**config.mk**
```make
export PLATFORM = sky130hd
export DESIGN_NAME = stdp_update
export DESIGN_NICKNAME = d
export VERILOG_FILES = /design/src/rtl/stdp_update.sv
export SDC_FILE = /design/constraint.sdc
export NUM_CORES = 1
export LEC_CHECK = 0
export CAP_MARGIN = 20
export CORE_MARGIN = 3
export CORE_UTILIZATION = 30
export CTS_BUF_LIST = sky130_fd_sc_hd__clkbuf_8
export DETAILED_ROUTE_END_ITERATION = 10
export PLACE_DENSITY = 0.47
export SLEW_MARGIN = 0
export SYNTH_ARGS = -nofsm -noshare
export SYNTH_HDL_FRONTEND = slang
export SYNTH_SLANG_ARGS = --single-unit
```
**constraint.sdc**
```tcl
create_clock -name clk -period 4 [get_ports clk]
set_input_delay 0.6 -clock clk [delete_from_list [all_inputs] [get_ports clk]]
set_output_delay 0.6 -clock clk [all_outputs]
set_load 0.01 [all_outputs]
```
**src/rtl/stdp_update.sv**
```systemverilog
// STDP weight-update stage: pre/post spike timers, nearest-neighbour pairing,
// saturating weight and weighted current. Optional idle decay: STDP_WEIGHT_DECAY_EN.
module stdp_update #(
  parameter int WEIGHT_W     = 8,
  parameter int TRACE_W      = 4,
  parameter int WINDOW       = 15,
  parameter int W_INIT       = 16,
  parameter int W_MAX        = 255,
  parameter int W_MIN        = 0,
  parameter int A_PLUS       = 8,
  parameter int A_MINUS      = 8,
  parameter int DECAY_PERIOD = 64
) (
  input  logic                clk,
  input  logic                rst_n,
  input  logic                pre_spike,
  input  logic                post_spike,
  input  logic                learn_en,
  output logic [WEIGHT_W-1:0] weight,
  output logic [WEIGHT_W-1:0] current_out,
  output logic                update_w_flag,
  output logic                ltp,
  output logic [TRACE_W-1:0]  time_diff
);

  localparam int                CW        = WEIGHT_W + 1;
  localparam logic [TRACE_W-1:0]  LP_WINDOW = TRACE_W'(WINDOW);
  localparam logic [WEIGHT_W-1:0] LP_W_INIT = WEIGHT_W'(W_INIT);

  logic [TRACE_W-1:0]  r_pre_timer, r_post_timer;
  logic                r_pre_valid, r_post_valid;
  logic [WEIGHT_W-1:0] r_weight, r_current;
  logic                r_flag, r_ltp;
  logic [TRACE_W-1:0]  r_time_diff;

  logic                w_ltp_hit, w_ltd_hit, w_update;
  logic [TRACE_W-1:0]  w_k, w_shift;
  logic [CW-1:0]       w_delta, w_sum;
  logic [WEIGHT_W-1:0] w_diff, w_stdp_weight, w_next_weight;

  // NOTE: sequential state is written with <= so every register samples pre-edge values.
  always_ff @(posedge clk or negedge rst_n) begin
    if (!rst_n) begin
      r_pre_timer  <= '0;
      r_pre_valid  <= 1'b0;
      r_post_timer <= '0;
      r_post_valid <= 1'b0;
    end else begin
      if (pre_spike) begin
        r_pre_timer <= TRACE_W'(1);
        r_pre_valid <= 1'b1;
      end else if (r_pre_valid && r_pre_timer == LP_WINDOW) begin
        r_pre_valid <= 1'b0;
      end else if (r_pre_valid) begin
        r_pre_timer <= r_pre_timer + TRACE_W'(1);
      end

      if (post_spike) begin
        r_post_timer <= TRACE_W'(1);
        r_post_valid <= 1'b1;
      end else if (r_post_valid && r_post_timer == LP_WINDOW) begin
        r_post_valid <= 1'b0;
      end else if (r_post_valid) begin
        r_post_timer <= r_post_timer + TRACE_W'(1);
      end
    end
  end

  // A simultaneous pre/post spike is a restart of both timers, never a pairing.
  assign w_ltp_hit = learn_en && post_spike && !pre_spike && r_pre_valid;
  assign w_ltd_hit = learn_en && pre_spike && !post_spike && r_post_valid;
  assign w_update  = w_ltp_hit || w_ltd_hit;

  assign w_k     = w_ltp_hit ? r_pre_timer : r_post_timer;
  assign w_shift = (w_k - TRACE_W'(1)) >> 2;
  assign w_delta = w_ltp_hit ? CW'(A_PLUS >> w_shift) : CW'(A_MINUS >> w_shift);
  assign w_sum   = {1'b0, r_weight} + w_delta;
  assign w_diff  = r_weight - w_delta[WEIGHT_W-1:0];

  // NOTE: the default assignment first keeps this combinational block latch-free.
  always_comb begin
    w_stdp_weight = r_weight;
    if (w_ltp_hit) begin
      w_stdp_weight = (w_sum > CW'(W_MAX)) ? WEIGHT_W'(W_MAX) : w_sum[WEIGHT_W-1:0];
    end else if (w_ltd_hit) begin
      w_stdp_weight = ({1'b0, r_weight} < w_delta + CW'(W_MIN)) ? WEIGHT_W'(W_MIN) : w_diff;
    end
  end

`ifdef STDP_WEIGHT_DECAY_EN
  localparam int IDLE_W = (DECAY_PERIOD > 1) ? $clog2(DECAY_PERIOD) : 1;

  logic [IDLE_W-1:0] r_idle;
  logic              w_decay_tick;

  assign w_decay_tick = !w_update && (r_idle == IDLE_W'(DECAY_PERIOD - 1));

  always_ff @(posedge clk or negedge rst_n) begin
    if (!rst_n) begin
      r_idle <= '0;
    end else if (w_update || w_decay_tick) begin
      r_idle <= '0;
    end else begin
      r_idle <= r_idle + IDLE_W'(1);
    end
  end

  // Decay drifts one step toward the reset weight; STDP updates win the cycle.
  always_comb begin
    w_next_weight = w_stdp_weight;
    if (w_decay_tick) begin
      if (r_weight > LP_W_INIT)      w_next_weight = r_weight - WEIGHT_W'(1);
      else if (r_weight < LP_W_INIT) w_next_weight = r_weight + WEIGHT_W'(1);
    end
  end
`else
  assign w_next_weight = w_stdp_weight;
`endif

  always_ff @(posedge clk or negedge rst_n) begin
    if (!rst_n) begin
      r_weight    <= LP_W_INIT;
      r_current   <= '0;
      r_flag      <= 1'b0;
      r_ltp       <= 1'b0;
      r_time_diff <= '0;
    end else begin
      r_weight  <= w_next_weight;
      r_current <= pre_spike ? r_weight : '0;
      r_flag    <= w_update;
      if (w_update) begin
        r_ltp       <= w_ltp_hit;
        r_time_diff <= w_k;
      end
    end
  end

  assign weight        = r_weight;
  assign current_out   = r_current;
  assign update_w_flag = r_flag;
  assign ltp           = r_ltp;
  assign time_diff     = r_time_diff;

endmodule
```
# Word level (Yosys, flattened, before mapping)
# Cells that the tools add are included.
# word_totals
ff_bits	32
inputBits	5
output_inout_bits	22
elab_cells	55
# op_classes
addsub	5
magnitude_cmp	2
n_eq_ne	4
shifts	1
mux	16
reduce_logical	18
# ops
op	n
8-bit 2-to-1 mux	5
4-bit 2-to-1 mux	7
2-bit nonzero test	5
8-bit by 9-bit adder with 9-bit output	1
9-bit by 8-bit > comparator with 1-bit output, second input constant	1
8-bit by 9-bit less-than comparator with 1-bit output	1
4-bit by 2-bit >> shifter with 9-bit output, first input constant	1
4-bit by 1-bit adder with 4-bit output, second input constant	2
4-bit == test, second input constant	2
1-bit logical AND	8
8-bit subtractor	1
1-bit 2-to-1 mux	4
2-bit != test, second input constant	2
2-bit AND reduction	2
4-bit by 1-bit subtractor with 4-bit output, second input constant	1
1-bit logical NOT	2
1-bit logical OR	1

# Longest topological paths before layout
# Gate-level depths: netlist of the first run.
# depth
word_depth	10
depth_mapped	13
ltp_nobuf	12

# Worst setup path before layout of the first run
# OpenSTA, ideal clock, no wires.
# synth_path
path_kind	input port to flip-flop
start	in pre_spike
end	reg r_weight[0], in the netlist weight[0]
setup_ns	0.126
arrival_time_ns	3.227
required_ns	3.874
path_slack_ns	0.647
cell_stages	11
path_buffers	1
cell_sequence	nand4b_2 -> mux2_4 -> buf_6 -> xnor2_2 -> and2_1 -> a22o_1 -> fa_1 -> nor2b_1 -> o311ai_1 -> nor2_1 -> a221o_1
# synth_between
elab_chain_cells	10
elab_cells_between_ends	18
cone_classes	3 x add/sub; 2 x order compare; 1 x shift; 5 x mux; 7 x reduce/logical
# synth_rtl
element	line	text
start, declared	16	input logic pre_spike,
1-bit logical NOT	70	assign w_ltp_hit = learn_en && post_spike && !pre_spike && r_pre_valid;
1-bit logical AND (2 in a row)	70	
4-bit 2-to-1 mux	74	assign w_k = w_ltp_hit ? r_pre_timer : r_post_timer;
4-bit by 1-bit subtractor with 4-bit output	75	assign w_shift = (w_k - TRACE_W'(1)) >> 2;
4-bit by 2-bit >> shifter with 9-bit output	76	assign w_delta = w_ltp_hit ? CW'(A_PLUS >> w_shift) : CW'(A_MINUS >> w_shift);
8-bit by 9-bit adder with 9-bit output (tied with other cells)	77	assign w_sum = {1'b0, r_weight} + w_delta;
9-bit by 8-bit > comparator with 1-bit output or 8-bit 2-to-1 mux (tied branches)	84, 86	
8-bit 2-to-1 mux, on equally long branches	84, 85	
8-bit 2-to-1 mux	83	if (w_ltp_hit) begin
end signal, assigned	128	r_weight <= w_next_weight;
end, declared	32	logic [WEIGHT_W-1:0] r_weight, r_current;
# Parallel ways exist; a longest one is shown, timed or not. The select of a mux whose other input is x is not followed.
# A chain may end at the register's enable or synchronous reset.

# Worst setup path in the final report of the first run
# layout_path
start	in learn_en
end	reg r_weight[4], in the netlist weight[4]
# layout_between
elab_chain_cells	10
elab_cells_between_ends	18
cone_classes	3 x add/sub; 2 x order compare; 1 x shift; 5 x mux; 7 x reduce/logical
# layout_rtl
element	line	text
start, declared	18	input logic learn_en,
1-bit logical AND (3 in a row)	70	
4-bit 2-to-1 mux	74	
4-bit by 1-bit subtractor with 4-bit output	75	
4-bit by 2-bit >> shifter with 9-bit output	76	
8-bit by 9-bit adder with 9-bit output (tied with other cells)	77	
9-bit by 8-bit > comparator with 1-bit output or 8-bit 2-to-1 mux (tied branches)	84, 86	
8-bit 2-to-1 mux, on equally long branches	84, 85	
8-bit 2-to-1 mux	83	
# Parallel ways exist; a longest one is shown, timed or not. The select of a mux whose other input is x is not followed.

==> metrics, run 1 <==
largest family of logic cells by synthesized area=simple AND/OR/NAND/NOR gates; cell area after synthesis=2030 um^2; Async S/R FF share, synth=100%; die width=88.2 um; CTS hold repair buffers=0; Via density=5.09; H-tree depth=2; worst setup margin=349 ps; Power Internal=914 uW; simple-gate portion of the synthesized area=23.3%; Syn-to-layout area delta=22.6%; Nets=260; worst stage delay on the critical path=530 ps; Post-DP HPWL=3470 um; PwrDens=580 nW/um^2; element type at the critical path end=flip-flop; Cell Rows=29; Via Count=1,634; worst skew pair latency=290 ps; Post-synth EDFFs=0; slew margin rel.=67.7%; Synth Instances=215; Clk pwr share=21.5%; CTS buffer count=5; Max VDD drop=0.170 mV; vias in the first global route=1,533; ratio of cells with drive above 1 in the final layout=12.3%; Slew Viols, Final=0; combinational power share=43.4%; Worst Path Max Fanout=10; DRT Wirelength=4740 um; critical path class=input pin to flip-flop; RD Place Congestion=0.825; largest net degree at the start of global routing=33; final hold vios=0; Sw Share=36.5%; #FFs+latches synth=32; xor/xnor share of the synthesized area=5.06%; first-pass GRT wire length=7910 um; Crit path required time=4210 ps; Worst EP arrival=3860 ps; RSZ-0062 raised after global routing=no; status=complete, no violations; Synth Net Count=232; CTS Buffer Depth=2; CP startpoint kind=input pin; total gr overflow=0; max_cap viols=0; Netlist cell types=53; Final period util=91.3%; placed cell area=2380 um^2; post-synthesis sequential area ratio=39.6%; die height=88.2 um; cell at the slowest stage of the critical path=clkdlybuf4s50_1; initial antenna violation count=0; final setup fails=0; DR WL/cell=14.8 um; LEAKAGE=1.08 nW; overall routing resource usage=13.2%; Core ar.=6460 um^2; cell chain of the critical path=clkdlybuf4s50_1 -> nand4b_2 -> mux2_4 -> xnor2_2 -> and2_1 -> a22o_1 -> fa_1 -> nor2b_1 -> o31ai_1 -> mux2_2 -> o32ai_1 -> a211oi_1; CTS clk-pin slew, worst paths=70 ps; setup_tns=0 ps; Post-synth top flop=dfrtp_1; Synth Area in Adders=8.15%; Syn Area/Cell=9.42 um^2; share of power burned in registers=35.1%; Fmax achieved=0.274 GHz; Min-Delay Path Class=flip-flop to flip-flop; TritonCTS clock tree=built; die area=7770 um^2; Yosys Warn Count=0; initial DRC count=177; drc violations=0; final instance area=2480 um^2; Overall Power=1.44 mW; Port Buffer Count=26; Post-CTS Setup Inserts=0; Compound-Gate Fraction of Synth Area=16.2%; clock tree sinks=32; root buf cell=clkbuf_8; post-placement setup slack=77.3 ps; Slew @ Worst Pin=483 ps; Ant. Diodes=0; I/O Pins=27; mux contribution to synthesized area=3.27%; Starting Density=31.4%; Tmin final=3650 ps; 1st-pass router iterations=4; Detail Route Antenna Nets=0; P_sw=527 uW; Gates resized, CTS repair=0; clk_skew=3.56 ps
-- logic make-up (layout without fill, tap and decap cells) --
| group | count (synthesis) | after routing |
|---|---|---|
| AOI/OAI and AO/OA | 44 | 44 |
| DFF | 32 | 32 |
| adders and majority gates | 12 | 12 |
| muxes | 6 | 6 |
| buffers and inverters | 19 | 48 |
| xor gates and xnor gates | 10 | 10 |
| and+or+nand+nor | 92 | 92 |
-- sequential cells by signal (all words and copies together), names as in the netlist --
signal	count
ltp	1
r_pre_timer	4
r_pre_valid	1
r_post_timer	4
time_diff	4
current_out	8
weight	8
update_w_flag	1
r_post_valid	1
-- power groups by stage --
stage	Combinational, mW	Sequential [mW]	Clock [mW]
2_1_floorplan	0.394	0.492	0
5_1_grt	0.703	0.523	0.330
3_5_place_dp	0.626	0.512	0
6_report	0.625	0.506	0.310
4_1_cts	0.629	0.506	0.316
3_3_place_gp	0.634	0.513	0
-- synth_stat cells, types with 2 or more instances --
cell      number  share of area (%)
a211oi_1       2               0.74
a21oi_1        6                1.5
a31oi_1        6                1.9
and2_1        10                3.1
and4b_1        2               0.99
buf_2          2               0.49
buf_6          2                1.1
clkbuf_1       8                1.5
dfrtp_1       31                 38
fa_1           2                2.0
ha_1          10                6.2
inv_1          6                1.1
mux2i_1        4                2.0
nand2_1       25                4.6
nand2b_1       6                1.9
nand3_1        4               0.99
nand4_1        4                1.2
nor2_1        25                4.6
nor2b_1        4                1.2
nor3_1         3               0.74
o21a_1         2               0.74
o21ai_0        6                1.5
o221ai_1       2               0.86
o22a_1         2               0.86
o22ai_1        3               0.93
o31ai_1        2               0.74
or2_2          3               0.93
xnor2_1        4                1.7
xnor2_2        2                1.6
xor2_1         4                1.7
-- metrics by stage --
stage / utilization (%) / cells / hold WS (ps)
2_1_floorplan: - / 215 / 304
3_3_place_gp: 36.8 / 313 / 473
3_5_place_dp: 36.8 / 313 / 471
4_1_cts: 38.5 / 321 / 488
5_1_grt: 38.5 / 321 / 527
6_report: 38.5 / 321 / 489
-- per-layer routing --
metal,track usage (%),wire (um),vias to the layer above
li1,-,-,813
met1,19.3,2420,777
met2,19.0,2050,36
met3,2.73,169,8
met4,5.08,93,0
met5,0,0,-
-- worst max-delay path: cells and delay by family --
kind            cells  cell delay, ps
buf+inv             1             530
mux                 2             770
simple gates        3             500
compound gates      4             840
fa+ha+maj           1             450
xor+xnor            1             170
-- cell type report --
class                      count  area (um^2)
inverter                       6         22.5
fill                         648         3980
multi-input combinational    164         1130
sequential                    32          802
timing repair buffer          34          320
clock inverter                 3         38.8
clock buffer                   5         68.8
tap                           77         96.3
-- worst paths after layout --
kind                                            end  cells after the start                     from  slack [ps]
min in group asynchronous  current_out[4]$_DFF_PN0_                      2                    rst_n         710
hold / removal                      ltp$_DFFE_PN0P_                      2          ltp$_DFFE_PN0P_         490
setup reg to reg              weight[4]$_DFFE_PN1P_                     11  r_pre_valid$_DFFE_PN0P_         770
max in group asynchronous     weight[4]$_DFFE_PN1P_                      2                    rst_n        2960
hold reg to reg                     ltp$_DFFE_PN0P_                      2          ltp$_DFFE_PN0P_         490
setup / recovery              weight[4]$_DFFE_PN1P_                     12                 learn_en         350
-- cell usage in the layout, fill, tap and decap left out, types with 2 or more instances in the layout --
master	count
a211oi_1	2
a21oi_1	6
a31oi_1	6
and2_1	10
and4b_1	2
buf_4	8
clkbuf_8	5
clkdlybuf4s50_1	26
dfrtp_1	31
fa_1	2
ha_1	10
inv_1	7
mux2i_1	4
nand2_1	25
nand2b_1	6
nand3_1	4
nand4_1	4
nor2_1	25
nor2b_1	4
nor3_1	3
o21a_1	2
o21ai_0	6
o221ai_1	2
o22a_1	2
o22ai_1	3
o31ai_1	2
or2_2	3
xnor2_1	4
xnor2_2	2
xor2_1	4
Power figures use the tool's default switching activity.
==> run 2: changes to the inputs <==
--- a/config.mk
+++ b/config.mk
@@ -5,6 +5,7 @@
 export SDC_FILE = /design/constraint.sdc
 export NUM_CORES = 1
 export LEC_CHECK = 0
+export ABC_CLOCK_PERIOD_IN_PS = 4000
 export CAP_MARGIN = 20
 export CORE_MARGIN = 3
 export CORE_UTILIZATION = 30
==> results of run 2 <==
Final layout, timing and power as in run 1 (identical DEF).
